`config.mk`:
```
export PLATFORM = sky130hd
export DESIGN_NAME = exe_mem_pipe_reg
export DESIGN_NICKNAME = d
export VERILOG_FILES = /design/src/rtl/exe_mem_pkg.sv /design/src/rtl/exe_mem_pipe_reg_slot.sv /design/src/rtl/exe_mem_pipe_reg.sv
export SDC_FILE = /design/constraint.sdc
export NUM_CORES = 1
export LEC_CHECK = 0
export BUFFER_PORTS_ARGS = -buffer_cell sky130_fd_sc_hd__buf_2
export CORE_MARGIN = 2
export CORE_UTILIZATION = 47
export CTS_CLUSTER_SIZE = 28
export DETAILED_ROUTE_END_ITERATION = 10
export HOLD_SLACK_MARGIN = 0.06
export PLACE_DENSITY = 0.83
export REMOVE_ABC_BUFFERS = 1
export SLEW_MARGIN = 20
export SYNTH_ARGS = -nofsm -noshare
export SYNTH_HDL_FRONTEND = slang
export SYNTH_SLANG_ARGS = --single-unit
```
`constraint.sdc`:
```
create_clock -name clk -period 2.7 [get_ports clk]
set_input_delay 0.54 -clock clk [delete_from_list [all_inputs] [get_ports clk]]
set_output_delay 0.54 -clock clk [all_outputs]
set_load 0.01 [all_outputs]
```
`src/rtl/exe_mem_pkg.sv`:
```
// exe_mem_pkg: control-vector bit map and default payload layout for the EXE->MEM stage
package exe_mem_pkg;
  localparam int CTRL_W = 7;
  localparam int CTRL_MEMREAD = 0;
  localparam int CTRL_MEMWRITE = 1;
  localparam int CTRL_MEMTOREG = 2;
  localparam int CTRL_REGWRITE = 3;
  localparam int CTRL_READFROMMEM = 4;
  localparam int CTRL_WRITETOMEM = 5;
  localparam int CTRL_R_MEMTOREG = 6;
  localparam int DEF_DATA_W = 32;
  localparam int DEF_REG_ADDR_W = 5;
  typedef struct packed {
    logic [DEF_DATA_W-1:0] result;
    logic [DEF_DATA_W-1:0] rt;
    logic [DEF_REG_ADDR_W-1:0] dst;
    logic [CTRL_W-1:0] ctrl;
  } exe_mem_payload_t;
endpackage

```
`src/rtl/exe_mem_pipe_reg_slot.sv`:
```
// pipe_skid_slot: one payload+valid holding register; clear beats set beats drop.
module pipe_skid_slot #(
  parameter int W = 8,
  parameter int CLR_W = 1
) (
  input  logic         clk,
  input  logic         rst,
  input  logic         clr_i,
  input  logic         set_i,
  input  logic         drop_i,
  input  logic [W-1:0] d_i,
  output logic         valid_o,
  output logic [W-1:0] q_o
);
  logic valid_q, valid_d;
  logic [W-1:0] data_q, data_d;
  always_comb begin
    valid_d = clr_i ? 1'b0 : set_i ? 1'b1 : drop_i ? 1'b0 : valid_q;
    data_d = clr_i ? {data_q[W-1:CLR_W], {CLR_W{1'b0}}} : set_i ? d_i : data_q;
  end
  always_ff @(posedge clk or posedge rst)
    if (rst) begin
      valid_q <= 1'b0;
      data_q <= '0;
    end else begin
      valid_q <= valid_d;
      data_q <= data_d;
    end
  assign valid_o = valid_q;
  assign q_o = data_q;
endmodule

```
`src/rtl/exe_mem_pipe_reg.sv`:
```
// exe_mem_pipe_reg: EXE->MEM valid/ready pipeline register with flush.
// EXE_MEM_PIPE_REG_SKID_EN adds a skid entry so in_ready comes straight from a flop.
module exe_mem_pipe_reg
  import exe_mem_pkg::*;
#(
  parameter int DATA_W = 32,
  parameter int REG_ADDR_W = 5,
  parameter int CTRL_W = exe_mem_pkg::CTRL_W
) (
  input  logic                  clk,
  input  logic                  rst,
  input  logic                  in_valid,
  output logic                  in_ready,
  input  logic [DATA_W-1:0]     in_result,
  input  logic [DATA_W-1:0]     in_rt,
  input  logic [REG_ADDR_W-1:0] in_dst,
  input  logic [CTRL_W-1:0]     in_ctrl,
  input  logic                  flush,
  output logic                  out_valid,
  input  logic                  out_ready,
  output logic [DATA_W-1:0]     out_result,
  output logic [DATA_W-1:0]     out_rt,
  output logic [REG_ADDR_W-1:0] out_dst,
  output logic [CTRL_W-1:0]     out_ctrl
);
  localparam int PW = 2 * DATA_W + REG_ADDR_W + CTRL_W;
  logic [PW-1:0] in_pl, main_pl;
  logic main_v, in_fire, out_fire;
  assign in_pl = {in_result, in_rt, in_dst, in_ctrl};
  assign in_fire = in_valid & in_ready;
  assign out_fire = main_v & out_ready;
  assign out_valid = main_v;
  assign {out_result, out_rt, out_dst} = main_pl[PW-1:CTRL_W];
  assign out_ctrl = main_pl[CTRL_W-1:0] & {CTRL_W{main_v}};
`ifdef EXE_MEM_PIPE_REG_SKID_EN
  logic [PW-1:0] skid_pl;
  logic skid_v;
  assign in_ready = ~skid_v;
  // a held skid entry always refills the output first, keeping order
  pipe_skid_slot #(.W(PW), .CLR_W(CTRL_W)) u_main (
    .clk(clk), .rst(rst), .clr_i(flush),
    .set_i((out_fire & skid_v) | (in_fire & (~main_v | out_ready))),
    .drop_i(out_fire), .d_i(skid_v ? skid_pl : in_pl),
    .valid_o(main_v), .q_o(main_pl)
  );
  pipe_skid_slot #(.W(PW), .CLR_W(CTRL_W)) u_skid (
    .clk(clk), .rst(rst), .clr_i(flush),
    .set_i(in_fire & main_v & ~out_ready),
    .drop_i(out_fire), .d_i(in_pl),
    .valid_o(skid_v), .q_o(skid_pl)
  );
`else
  assign in_ready = ~main_v | out_ready;
  pipe_skid_slot #(.W(PW), .CLR_W(CTRL_W)) u_main (
    .clk(clk), .rst(rst), .clr_i(flush),
    .set_i(in_fire), .drop_i(out_fire), .d_i(in_pl),
    .valid_o(main_v), .q_o(main_pl)
  );
`endif
endmodule

```
; Word level (Yosys, flattened, before mapping)
; Index checks and enable logic that the tools add are counted.
[totals]
output_inout_bits = 78
wordCells = 17
register_bits = 77
in_bits = 81
[classes]
bitwise_logic = 6
n_reduce_logical = 3
mux = 5
[ops]
columns = operator, count
row1 = $mux 7, 2
row2 = $and 7x7->7, 1
row3 = $mux 1, 3
row4 = $reduce_bool 3->1, 1
row5 = $and 1x1->1, 2
row6 = $not 1->1, 2
row7 = $reduce_and 2->1, 1
row8 = $reduce_bool 2->1, 1
row9 = $or 1x1->1, 1

; Depth between registers and ports, before layout
; Gate-level depths: netlist of the first run.
[depth]
depth_word = 5
mapped_depth = 6
depth_no_buf = 4

; Cells and area by module
; Synthesis of the first run repeated with hierarchy kept, for this count alone.
[hier_totals]
hier_cells = 185
area_unflattened_um2 = 3044.2
[modules_own_cells]
columns = mod, instances, area_each_um2, cells_per_inst, seq_area_each_um2
row1 = pipe_skid_slot, 1, 2969.1, 175, 1926.8
row2 = exe_mem_pipe_reg, 1, 75.1, 10, 0.0

; Worst setup path after synthesis of the first run
; Ideal clock, no wire load.
[synth_timing]
kind = input-to-reg
startpoint = input in_valid
endpoint = register u_main.data_q[25], in the netlist u_main.q_o[25]
setup_slack_ns = 0.940
t_arrival_ns = 1.632
setup_ns = 0.127
t_required_ns = 2.573
path_buffers = 3
stages = 6
path_cell_list = buf_2 -> inv_2 -> nor3_4 -> buf_4 -> buf_6 -> mux2_1
[synth_between]
elab_chain_cells = 2
[synth_rtl]
columns = element, line
row1 = from (decl), exe_mem_pipe_reg.sv:12  ; input logic in_valid,
row2 = $and 1x1->1, exe_mem_pipe_reg.sv:30  ; assign in_fire = in_valid & in_ready;
row3 = $reduce_and 2->1 (no source line), -
row4 = to (signal assigned), exe_mem_pipe_reg_slot.sv:27  ; data_q <= data_d;
row5 = to (decl), exe_mem_pipe_reg_slot.sv:16  ; logic [W-1:0] data_q, data_d;
; Every way passes these cells.
; A chain may end at the register's enable or synchronous reset.

; Final worst setup path of the first run
[layout_timing]
startpoint = register u_main.valid_q, in the netlist u_main.valid_o
endpoint = output in_ready
[layout_between]
elab_chain_cells = 2
[layout_rtl]
columns = element, line
row1 = from (decl), exe_mem_pipe_reg_slot.sv:15  ; logic valid_q, valid_d;
row2 = from (signal assigned), exe_mem_pipe_reg_slot.sv:26  ; valid_q <= valid_d;
row3 = $not 1->1, exe_mem_pipe_reg.sv:53  ; assign in_ready = ~main_v | out_ready;
row4 = $or 1x1->1, exe_mem_pipe_reg.sv:53
row5 = to (decl), exe_mem_pipe_reg.sv:13  ; output logic in_ready,
; Every way passes these cells.

==> impl_metrics.tcl, run 1 <==
set metrics [dict create \
    cts_tree "yes" \
    synth_top_family_by_area "multiplexers" \
    die_w_um 89.9 \
    finalClockSkew_ns 0.00576 \
    ir_worst_vdd_v 0.000400 \
    synthesis.area_um2 3470 \
    clkSinkCount 77 \
    die_h_um 89.9 \
    start_util 0.481 \
    drcViolationCount 0 \
    finalCritPeriodShare 0.828 \
    core_area_um2 7210 \
    area_growth_syn_to_layout_pct 18.5 \
    final_nets 434 \
    min_period_ns 2.24 \
    path_max_fanout 9 \
    path_clk_slew_ns 0.07 \
    clkLatencyLatePin_ns 0.33 \
    vias_per_cell 4.60 \
    post-place-ws_ns 0.703 \
    relSlewSlack 0.581 \
    grt_overflow 0 \
    dpl-instance-area_um2 3860 \
    hold_viol 0 \
    fmax_mhz 447 \
    reg2regPathDepth 4 \
    final_area_um2 4110 \
    yosys.area_share.simple 0.0292 \
    yosysWarnings 0 \
    grt_pass1_wl_um 10100 \
    numCtsBuffers 9 \
    dp.cells 441 \
    p_per_area_nw_per_um2 741 \
    ant_nets 0 \
    hpwl_um 4470 \
    muxShareOfSynthArea 0.224 \
    yosysTopAreaCell "dfrtp_1" \
    rows 31 \
    drive_above_1_share 0.669 \
    worstSetupStartpointType "flop" \
    ys_seq_area_frac 0.556 \
    criticalPathCategory "reg -> out" \
    power_mw 3.04 \
    synth_adder_area_share 0 \
    p_leak_nw 2.03 \
    cap_violations 0 \
    ys_types 16 \
    antenna_cells 0 \
    crit_path_end_kind "primary output" \
    status "finished, final reports clean" \
    pin_count 159 \
    grt_pass1_vias 2166 \
    grt_max_degree 43 \
    synth_area_per_cell_um2 13.4 \
    die-area_um2 8080 \
    cts-hold-fix-buffers 0 \
    min_path_type "in -> async" \
    synth_compound_area_frac 0.0217 \
    antenna_found_initial 0 \
    cts_max_level 3 \
    track_usage 0.155 \
    cts.path.max_buffers 2 \
    instances_no_fill 456 \
    synth_cells 259 \
    gp_congestion 0.787 \
    cp.required_ns 2.16 \
    cts-root-buf "clkbuf_8" \
    synth_xor_area_frac 0 \
    synth_area_leaders "dfrtp_1, mux2_2, buf_4" \
    num_vias 2097 \
    post-cts-setup-buffer-count 0 \
    slew_violations 0 \
    final_util 0.570 \
    arrival_ns 1.70 \
    drtIter0Drc 23 \
    avgRoutedWirePerCell_um 13.1 \
    ys_seq_elements 77 \
    drt_pass1_iterations 4 \
    worst_pin_slew_ns 0.628 \
    synthDominantCellAreaShare 0.556 \
    setup_viol 0 \
    wl_um 5960 \
    rsz0062_at_grt "no" \
    ctsResizeCount 0 \
    setup_ws_ns 0.464 \
    io_buffers 158 \
]
through the flow:
stage                     TNS (ns)  hold WS, ns
after floorplan             -11.58        0.505
after global placement           0        0.463
after detailed placement         0        0.472
after CTS                        0        0.263
after global routing             0        0.293
final                            0        0.262
worst max-delay path: stages, from the launching register on:
cell      delay, ns
dfrtp_1        0.46
nor2b_1        0.56
clkinv_1       0.17
buf_2          0.18
routing by layer:
metal  vias to the layer above  part of all wire  GRT usage
li1                        991                 -          -
met5                         -                 0          0
met4                         0             0.011     0.0756
met2                        89              0.52      0.263
met1                      1009              0.40      0.184
met3                         8             0.068     0.0411
placed cells by master, fill, tap and decap left out:
cell type and instances:
buf_12 2, clkinv_1 1, inv_2 1, buf_2 158
bufinv_16 3, mux2_1 10, and2_1 7, dfrtp_1 77
nand3_1 7, o21ai_0 7, nor2b_1 1, nor3_4 1
buf_4 2, a21oi_1 8, clkbuf_8 11, mux2_2 59
clkinv_2 2
synth_stat cells:
| cell type | n |
|---|---|
| buf_2 | 7 |
| inv_2 | 1 |
| buf_6 | 1 |
| o21ai_0 | 7 |
| nor3_4 | 1 |
| mux2_1 | 10 |
| clkinv_1 | 1 |
| nor2b_1 | 1 |
| inv_1 | 1 |
| clkbuf_1 | 1 |
| buf_4 | 70 |
| dfrtp_1 | 77 |
| and2_1 | 7 |
| a21oi_1 | 8 |
| nand3_1 | 7 |
| mux2_2 | 59 |
area by class of cell:
type	count	area [um2]
clock buffer	11	151
clock inverter	4	95.1
fill	644	3110
inverter	3	12.5
multi-input combinational	100	953
sequential	77	1930
tap	99	124
timing repair buffer	162	846
cell families (layout without fill, tap and decap cells):
logic type,after synthesis,count (layout)
simple gates,16,16
flops,77,77
buf+inv,82,180
mux,69,69
compound gates,15,15
sequential cells by signal, indices dropped and copies added (netlist names):
| signal | flops |
|---|---|
| u_main.q_o | 76 |
| u_main.valid_o | 1 |
power breakdown:
group	total (mW)	switching, mW	internal, mW
Clock	1.03	0.376	0.658
Sequential	1.42	0.0866	1.34
Combinational	0.587	0.274	0.313
Total	3.04	0.736	2.31
final timing paths:
path | start | endpoint | slack [ns]
min in group clk | in_rt[19] | u_main.q_o[31]$_DFFE_PP0P_ | 0.42
worst min register to register | u_main.q_o[34]$_DFFE_PP0P_ | u_main.q_o[34]$_DFFE_PP0P_ | 0.48
worst min-delay path | rst | u_main.q_o[30]$_DFFE_PP0P_ | 0.26
worst max register to register | u_main.valid_o$_DFFE_PP0P_ | u_main.q_o[25]$_DFFE_PP0P_ | 0.83
max in group asynchronous | rst | u_main.q_o[58]$_DFFE_PP0P_ | 1.81
worst max-delay path | u_main.valid_o$_DFFE_PP0P_ | in_ready | 0.46
No activity file was read; power rests on OpenSTA's default activity.
==> run 2: changes to the inputs <==
- clock period: 2.7 -> 2.1 ns (I/O delays scaled with it)
==> impl_metrics.tcl, run 2 (synthesis gave the netlist of run 1 again) <==
set metrics [dict create \
    grt_overflow 0 \
    status "finished, final reports clean" \
    post-place-ws_ns 0.362 \
    dp.cells 442 \
    path_max_fanout 9 \
    finalClockSkew_ns 0.00721 \
    largest_register_ffs 76 \
    reg2regPathDepth 5 \
    min_period_ns 1.93 \
    path_cells "nor2b_1 > buf_4 > clkinvlp_4 > buf_2" \
    arrival_ns 1.51 \
    cts.path.max_buffers 2 \
    core_area_um2 7210 \
    power_frac_seq 0.474 \
    mostFrequentLayoutCells "buf_2, dfrtp_1, mux2_2" \
    cts-hold-fix-buffers 0 \
    relSlewSlack 0.672 \
    grt_max_degree 40 \
    finalCritPeriodShare 0.921 \
    final_common_cell "buf_2" \
    p_leak_nw 2.03 \
    p_clk_frac 0.329 \
    drtIter0Drc 56 \
    avgRoutedWirePerCell_um 13.5 \
    r2r-start "u_main.valid_o$_DFFE_PP0P_" \
    setup_viol 0 \
    p_int_mw 2.90 \
    power.switching_mw 0.962 \
    antenna_found_initial 0 \
    io_buffers 158 \
    slew_violations 0 \
    cts-root-buf "clkbuf_8" \
    crit_start "u_main.valid_o$_DFFE_PP0P_" \
    max_stage_delay_ns 0.45 \
    clkLatencyLatePin_ns 0.33 \
    crit_path_end_kind "primary output" \
    rows 31 \
    die-area_um2 8080 \
    netSwitchingFraction 0.249 \
    hpwl_um 4570 \
    setup_ws_ns 0.167 \
    grt_pass1_wl_um 10300 \
    instances_no_fill 457 \
    power_frac_comb 0.197 \
    power_mw 3.87 \
    worstSetupStartpointType "flop" \
    track_usage 0.158 \
    timing.rr.end "u_main.q_o[58]$_DFFE_PP0P_" \
    wl_um 6180 \
    min_path_type "in -> async" \
    r2r_slack_ns 0.35 \
    drcViolationCount 0 \
    worst_pin_slew_ns 0.492 \
    ant_nets 0 \
    rsz0062_at_grt "no" \
    drt_pass1_iterations 6 \
    die_h_um 89.9 \
    die_w_um 89.9 \
    final_nets 435 \
    path_clk_slew_ns 0.08 \
    cap_violations 0 \
    gp_congestion 0.781 \
    ir_worst_vdd_v 0.000443 \
    num_vias 2108 \
    final_util 0.570 \
    pin_count 159 \
    slowest_stage "dfrtp_1" \
    vias_per_cell 4.61 \
    clkSinkCount 77 \
    antenna_cells 0 \
    area_growth_syn_to_layout_pct 18.7 \
    numCtsBuffers 9 \
    p_per_area_nw_per_um2 940 \
    drive_above_1_share 0.670 \
    cp.required_ns 1.68 \
    hold_viol 0 \
    grt_pass1_vias 2195 \
    criticalPathCategory "reg -> out" \
    start_util 0.481 \
    cts_max_level 3 \
    cts_tree "yes" \
    fmax_mhz 517 \
]
-- run 2: cell count changes in the layout (fill, tap and decap cells not counted), sizes merged --
cell | before | now
buf | 162 | 163
clkbuf | 11 | 10
clkinvlp | 0 | 1
-- run 2: power groups by stage --
stage / combinational (mW) / sequential (mW) / clock, mW
3_5_place_dp: 0.778 / 1.86 / 0
2_1_floorplan: 0.277 / 1.97 / 0
5_1_grt: 0.828 / 1.87 / 1.37
4_1_cts: 0.777 / 1.84 / 1.32
6_report: 0.763 / 1.83 / 1.27
3_3_place_gp: 0.755 / 1.85 / 0
-- run 2: worst max-delay path by stage --
stage / to / slack [ns]
after floorplan: u_main.q_o[10]$_DFFE_PP0P_ / -0.78
after global placement: u_main.q_o[10]$_DFFE_PP0P_ / 0.38
after detailed placement: u_main.q_o[13]$_DFFE_PP0P_ / 0.36
after CTS: in_ready / 0.08
after global routing: in_ready / 0.03
final: in_ready / 0.17
-- run 2: what timing repair did --
item | in CTS | in global routing
gates resized for setup | 0 | 1
buffers inserted | 0 | 0
endpoints found under the setup margin | 0 | 1
-- run 2: through the flow --
| stage | setup TNS, ns | hold slack, ns | area (um2) |
|---|---|---|---|
| after global routing | 0 | 0.122 | 4110 |
| after CTS | 0 | 0.0892 | 4110 |
| final | 0 | 0.0922 | 4110 |
| after detailed placement | 0 | 0.469 | 3880 |
| after floorplan | -75.05 | 0.483 | 2890 |
| after global placement | 0 | 0.457 | 3880 |
-- run 2: per-layer routing --
layer	share of wire	global-route usage	vias up	wire (um)
met4	0.026	0.0859	0	163
li1	-	-	989	-
met1	0.41	0.188	1011	2520
met3	0.071	0.0377	16	442
met2	0.49	0.265	92	3060
met5	0	0	-	0
-- run 2: area by class of cell --
type / instances / area [um2]
Fill cell: 651 / 3100
Sequential cell: 77 / 1930
Multi-Input combinational cell: 100 / 953
Timing Repair Buffer: 163 / 866
Clock buffer: 10 / 128
Tap cell: 99 / 124
Clock inverter: 5 / 100
Inverter: 3 / 16.3
-- run 2: worst max-delay path, delay by kind of cell (launching register included) --
family                 cells  cell delay [ns]
flip-flops                 1             0.45
buffers and inverters      3             0.56
AND/OR/NAND/NOR            1             0.16
